[src/rtl/bird_datapath.sv]
// Bird vertical-position datapath: once per frame tick it erases the sprite, applies the latched
// movement, redraws it as a registered pixel stream, and reports the too-high flag and ground contact.
module bird_datapath #(
  parameter int         X_POS       = 20,
  parameter int         Y_INIT      = 60,
  parameter int         SIZE        = 4,
  parameter int         Y_MAX       = 120,
  parameter int         TICK_CYCLES = 833333,
  parameter int         RISE_STEP   = 2,
  parameter int         FALL_STEP   = 1,
  parameter int         RISE_LIMIT  = 8,
  parameter logic [2:0] BIRD_COLOUR = 3'b110
) (
  input  logic       clk,
  input  logic       reset,
  input  logic [3:0] current,
  output logic       flag,
  output logic       on_ground,
  output logic [6:0] bird_y,
  output logic [7:0] x_out,
  output logic [6:0] y_out,
  output logic [2:0] colour,
  output logic       plot,
  output logic       frame_done
);
  localparam int LOG_S = $clog2(SIZE);
  localparam int PW    = 2 * LOG_S;
  localparam int TW    = (TICK_CYCLES > 1) ? $clog2(TICK_CYCLES) : 1;
  localparam int RW    = $clog2(RISE_LIMIT + 1);
  localparam logic [6:0]    Y_LOW  = 7'(Y_MAX - SIZE);
  localparam logic [PW-1:0] P_LAST = '1;

  typedef enum logic [1:0] {IDLE, ERASE, UPDATE, DRAW} st_e;
  typedef enum logic [1:0] {MV_START, MV_RAISE, MV_FALL, MV_STOP} mv_e;

  st_e           state_q, state_d;
  mv_e           last_mv_q, last_mv_d;
  logic [6:0]    bird_y_q, bird_y_d, mv_y;
  logic [RW-1:0] rise_cnt_q, rise_cnt_d, mv_rc;
  logic [TW-1:0] tick_q, tick_d;
  logic [PW-1:0] p_q, p_d;
  logic [7:0]    x_q, x_d, fall_sum;
  logic [6:0]    y_q, y_d;
  logic [2:0]    colour_q, colour_d;
  logic          plot_q, plot_d, done_q, done_d, tick;

  function automatic logic [7:0] pix_x(input logic [PW-1:0] p);
    return 8'(X_POS) + 8'(p[LOG_S-1:0]);
  endfunction

  function automatic logic [6:0] pix_y(input logic [6:0] yb, input logic [PW-1:0] p);
    return yb + 7'(p[PW-1:LOG_S]);
  endfunction

  // DRAW codes and illegal codes keep the previous movement so alternating DRAW cycles are transparent
  always_comb begin
    last_mv_d = last_mv_q;
    if (current[3:2] == 2'b00) last_mv_d = mv_e'(current[1:0]);
    tick   = (tick_q == TW'(TICK_CYCLES - 1));
    tick_d = tick ? '0 : tick_q + TW'(1);
  end

  always_comb begin
    mv_y     = bird_y_q;
    mv_rc    = rise_cnt_q;
    fall_sum = {1'b0, bird_y_q} + 8'(FALL_STEP);
    case (last_mv_q)
      MV_START: begin
        mv_y  = 7'(Y_INIT);
        mv_rc = '0;
      end
      MV_RAISE: begin
        mv_y = (bird_y_q >= 7'(RISE_STEP)) ? bird_y_q - 7'(RISE_STEP) : '0;
        if (rise_cnt_q < RW'(RISE_LIMIT)) mv_rc = rise_cnt_q + RW'(1);
      end
      MV_FALL: begin
        mv_y  = (fall_sum > {1'b0, Y_LOW}) ? Y_LOW : fall_sum[6:0];
        mv_rc = '0;
      end
      default: ;
    endcase
  end

  always_comb begin
    state_d    = state_q;
    p_d        = p_q;
    bird_y_d   = bird_y_q;
    rise_cnt_d = rise_cnt_q;
    x_d        = x_q;
    y_d        = y_q;
    colour_d   = colour_q;
    plot_d     = 1'b0;
    done_d     = 1'b0;
    case (state_q)
      IDLE: begin
        if (tick) begin
          state_d  = ERASE;
          p_d      = '0;
          plot_d   = 1'b1;
          colour_d = 3'b000;
          x_d      = pix_x('0);
          y_d      = bird_y_q;
        end
      end
      ERASE: begin
        if (p_q == P_LAST) begin
          state_d = UPDATE;
        end else begin
          p_d    = p_q + PW'(1);
          plot_d = 1'b1;
          x_d    = pix_x(p_d);
          y_d    = pix_y(bird_y_q, p_d);
        end
      end
      UPDATE: begin
        // First draw pixel is addressed from the freshly moved position
        bird_y_d   = mv_y;
        rise_cnt_d = mv_rc;
        state_d    = DRAW;
        p_d        = '0;
        plot_d     = 1'b1;
        colour_d   = BIRD_COLOUR;
        x_d        = pix_x('0);
        y_d        = mv_y;
      end
      DRAW: begin
        if (p_q == P_LAST) begin
          state_d = IDLE;
          done_d  = 1'b1;
        end else begin
          p_d    = p_q + PW'(1);
          plot_d = 1'b1;
          x_d    = pix_x(p_d);
          y_d    = pix_y(bird_y_q, p_d);
        end
      end
    endcase
  end

  always_ff @(posedge clk) begin
    if (reset) begin
      state_q    <= IDLE;
      last_mv_q  <= MV_START;
      bird_y_q   <= 7'(Y_INIT);
      rise_cnt_q <= '0;
      tick_q     <= '0;
      p_q        <= '0;
      x_q        <= '0;
      y_q        <= '0;
      colour_q   <= '0;
      plot_q     <= 1'b0;
      done_q     <= 1'b0;
    end else begin
      state_q    <= state_d;
      last_mv_q  <= last_mv_d;
      bird_y_q   <= bird_y_d;
      rise_cnt_q <= rise_cnt_d;
      tick_q     <= tick_d;
      p_q        <= p_d;
      x_q        <= x_d;
      y_q        <= y_d;
      colour_q   <= colour_d;
      plot_q     <= plot_d;
      done_q     <= done_d;
    end
  end

  assign flag       = (rise_cnt_q == RW'(RISE_LIMIT)) || (bird_y_q == 7'd0);
  assign on_ground  = (bird_y_q == Y_LOW);
  assign bird_y     = bird_y_q;
  assign x_out      = x_q;
  assign y_out      = y_q;
  assign colour     = colour_q;
  assign plot       = plot_q;
  assign frame_done = done_q;
endmodule
[config.mk]
export PLATFORM = sky130hd
export DESIGN_NAME = bird_datapath
export DESIGN_NICKNAME = d
export VERILOG_FILES = /design/src/rtl/bird_datapath.sv
export SDC_FILE = /design/constraint.sdc
export NUM_CORES = 1
export LEC_CHECK = 0
export ABC_AREA = 1
export CAP_MARGIN = 20
export CORE_UTILIZATION = 56
export CTS_CLUSTER_SIZE = 28
export DETAILED_ROUTE_END_ITERATION = 7
export HOLD_SLACK_MARGIN = 0.05
export PLACE_DENSITY = 0.8
export SYNTH_ARGS = -nofsm -noshare
export SYNTH_HDL_FRONTEND = slang
export SYNTH_SLANG_ARGS = --single-unit
[constraint.sdc]
create_clock -name clk -period 2.6 [get_ports clk]
set_clock_uncertainty 0.05 [all_clocks]
set_input_delay 0.52 -clock clk [delete_from_list [all_inputs] [get_ports clk]]
set_output_delay 0.52 -clock clk [all_outputs]
set_load 0.05 [all_outputs]
==> run summary <==
Cell Pwr Density - 812 nW/um^2
Util after Layout - 66.9%
Req. time, crit path - 2.78 ns
Synth Area in Adders - 7.77%
H-tree levels - 2
initial antenna violation count - 0
Critical Path End - y_out[6]$_SDFFE_PP0P_
GRT Total Usage - 24.5%
fmax - 0.405 GHz
Worst setup EP type - flip-flop
mean post-synth cell area - 6.90 um^2
Post-Layout Cell Count - 532
XOR/XNOR Fraction of Synth Area - 2.93%
Pre-antenna DRT Iters - 6
reg2reg path depth - 14
Netlist Area Pre-Place - 2990 um^2
share of Yosys cell area claimed by the top area cell type - 33.4%
first-pass GRT wire length - 10,600 um
Critical Path Source - p_q[0]$_SDFFE_PP0P_
design area - 3440 um^2
largest vdd supply drop - 762 uV
placed cells - 524
Simple-Gate Fraction of Synth Area - 29.5%
grt ovf - 0
Antenna Cells - 0
r2r setup slk - 0.13 ns
Vias per Instance - 5.31
R2R Path End - y_out[6]$_SDFFE_PP0P_
fin crit share - 95.0%
cell taking the most area after synthesis - dfxtp_1
final setup TNS - 0 ns
status - completed
DP HPWL - 5020 um
number of global-route vias before repair - 2,422
Compound-Gate Fraction of Synth Area - 15.5%
largest family of logic cells by synthesized area - simple AND/OR/NAND/NOR gates
# clock sinks - 50
Final Total Pwr - 2.79 mW
CTS tree - done
Ports - 35
drt drc - 0
Seq cells post-synth - 50
Synth area leaders - dfxtp_1 (33%), nand2_1 (12%), ha_1 (7.1%)
largest net degree at the start of global routing - 20
worst r2r src - p_q[0]$_SDFFE_PP0P_
max_slew headroom - 65.4%
Die Ht - 75.1 um
area delta synth->final - 14.8%
Worst EP arrival - 2.65 ns
Placed Area - 3300 um^2
Worst Path Max Fanout - 5
Final min period - 2.47 ns
CTS buffer count - 5
count of cell types in the netlist - 40
layout cells sized above 1 - 8.23%
Nets - 486
die area - 5640 um^2
DRC violation total after the first TritonRoute iteration - 232
worst min path class - reg -> reg
Chip Width - 75.1 um
post-route ant nets - 0
hold path startpoint - tick_q[0]$_SDFF_PP0_
mux share of post-synthesis cell area - 0%
Gate Count Post-Synth - 434
Reg clk slew, reported paths - 0.09 ns
Worst-Skew Late Latency - 0.30 ns
Initial Util - 58.3%
Slew @ Worst Pin - 0.517 ns
routed wire length - 6730 um
Ys Warns - 0
GP Congestion - 0.892
fin. max-slew vios - 0
Leak - 1.48 nW
Avg WL per Cell - 12.7 um
Root Driver - clkbuf_8
row cnt - 26
Crit Path Category - reg -> reg
Hold Fails Final Rpt - 0
Max Cap Viol - 0
core area - 5140 um^2
Longest Clk Path Bufs - 2
vias - 2,823
Seq/Total Area, Yosys - 33.4%
kind of start point of the critical path - flip-flop
PortBufs - 29
Finish-stage setup viols - 0
## logic make-up (layout without fill, tap and decap cells)
logic type / count (synthesis) / count (layout)
compound gates: 86 / 86
xor+xnor: 10 / 10
fa+ha+maj: 18 / 18
buf+inv: 72 / 96
flops: 50 / 50
other cells: 1 / 5
simple gates: 197 / 197
## cell type report
cell class	count	area (um^2)
multi-input cells	316	1700
flip-flops and latches	50	1010
clock inverters	2	38.8
clock buffers	5	68.8
fillers	481	1700
inverters	53	199
well taps	70	87.6
repair buffers	36	338
## layer usage
metal  GRT usage (%)  routed length, um  up-vias
met5               0                  0        -
met4            7.34                 59        0
met3            3.61                375        7
met2            40.3               3180       85
met1            33.4               3110     1275
li1                -                  -     1456
## worst min-delay path by stage
stage                                        to  slack [ns]  cells after the start
after global routing      tick_q[19]$_SDFF_PP0_        0.47                      2
after detailed placement   tick_q[0]$_SDFF_PP0_        0.41                      1
after floorplan            tick_q[0]$_SDFF_PP0_        0.39                      1
after global placement     tick_q[0]$_SDFF_PP0_        0.41                      1
after CTS                  tick_q[0]$_SDFF_PP0_        0.44                      1
final                      tick_q[0]$_SDFF_PP0_        0.43                      1
## layout by cell type (no fill, tap or decap), drive strengths merged, types with 2 or more instances in the layout
master and n:
o211ai 2, nand2 97, nand4 7, clkbuf 5, nor4 2, o21ai 38, a211oi 2, nor2 44
a21oi 36, nand3 28, clkdlybuf4s50 27, or2 5, clkinv 4, nor3 12, conb 5, inv 50
buf 9, a31oi 3, ha 17, xor2 10, nor3b 2, dfxtp 50
## Yosys cell counts
library cell	number
nor2_4	1
or2_4	1
dfxtp_1	50
o22ai_1	1
o211a_1	1
buf_6	1
a31oi_1	3
buf_2	5
a211oi_1	2
nand4_1	6
nor2_1	42
inv_1	48
a41oi_1	1
inv_2	2
o21a_1	1
clkbuf_1	3
o21ai_2	1
nor2_2	1
nand2_2	3
buf_4	10
xor2_1	10
nor3_1	11
ha_1	17
nand3_2	1
nor3b_1	2
o211ai_1	2
nor4_4	1
o21ai_0	37
clkinv_1	3
conb_1	1
nand4_2	1
nor3_2	1
nand3_1	27
fa_1	1
a21oi_1	36
or2_0	1
or2_2	3
nand2_1	94
a31o_2	1
nor4_1	1
## sequential cells by signal, indices dropped and copies added, names as in the netlist
name,flops
bird_y,7
colour,1
frame_done,1
last_mv_q,2
p_q,4
plot,1
rise_cnt_q,4
state_q,2
tick_q,20
x_out,1
y_out,7
## worst max-delay path: stages (launching register included)
cell      delay, ns
dfxtp_4        0.37
ha_2           0.21
xor2_2         0.19
ha_2           0.21
inv_1          0.05
fa_1           0.39
nor2_1         0.14
inv_1          0.07
nor2_1         0.11
nand2_1        0.08
o21ai_1        0.12
o211ai_1       0.10
nand3_1        0.09
o21ai_0        0.08
a21oi_1        0.13
## repair_timing
action                                  in CTS  in global routing
endpoints found under the setup margin       0                  1
hold buffers                                 0                  0
resized for setup                            0                  7
setup buffers                                0                  1
## per-stage QoR
step | setup slack [ns] | hold slack [ns]
5_1_grt | -0.0309 | 0.467
3_5_place_dp | 0.106 | 0.411
2_1_floorplan | 0.207 | 0.390
4_1_cts | 0.0693 | 0.435
3_3_place_gp | 0.242 | 0.407
6_report | 0.130 | 0.431
## where the power goes
part           internal [mW]  switching, mW  leakage [nW]
clock                  0.283          0.253        0.0542
sequential             0.869          0.109         0.408
combinational          0.397          0.880          1.02
total                   1.55           1.24          1.48
Note: power is estimated with default switching activity, not from simulation.
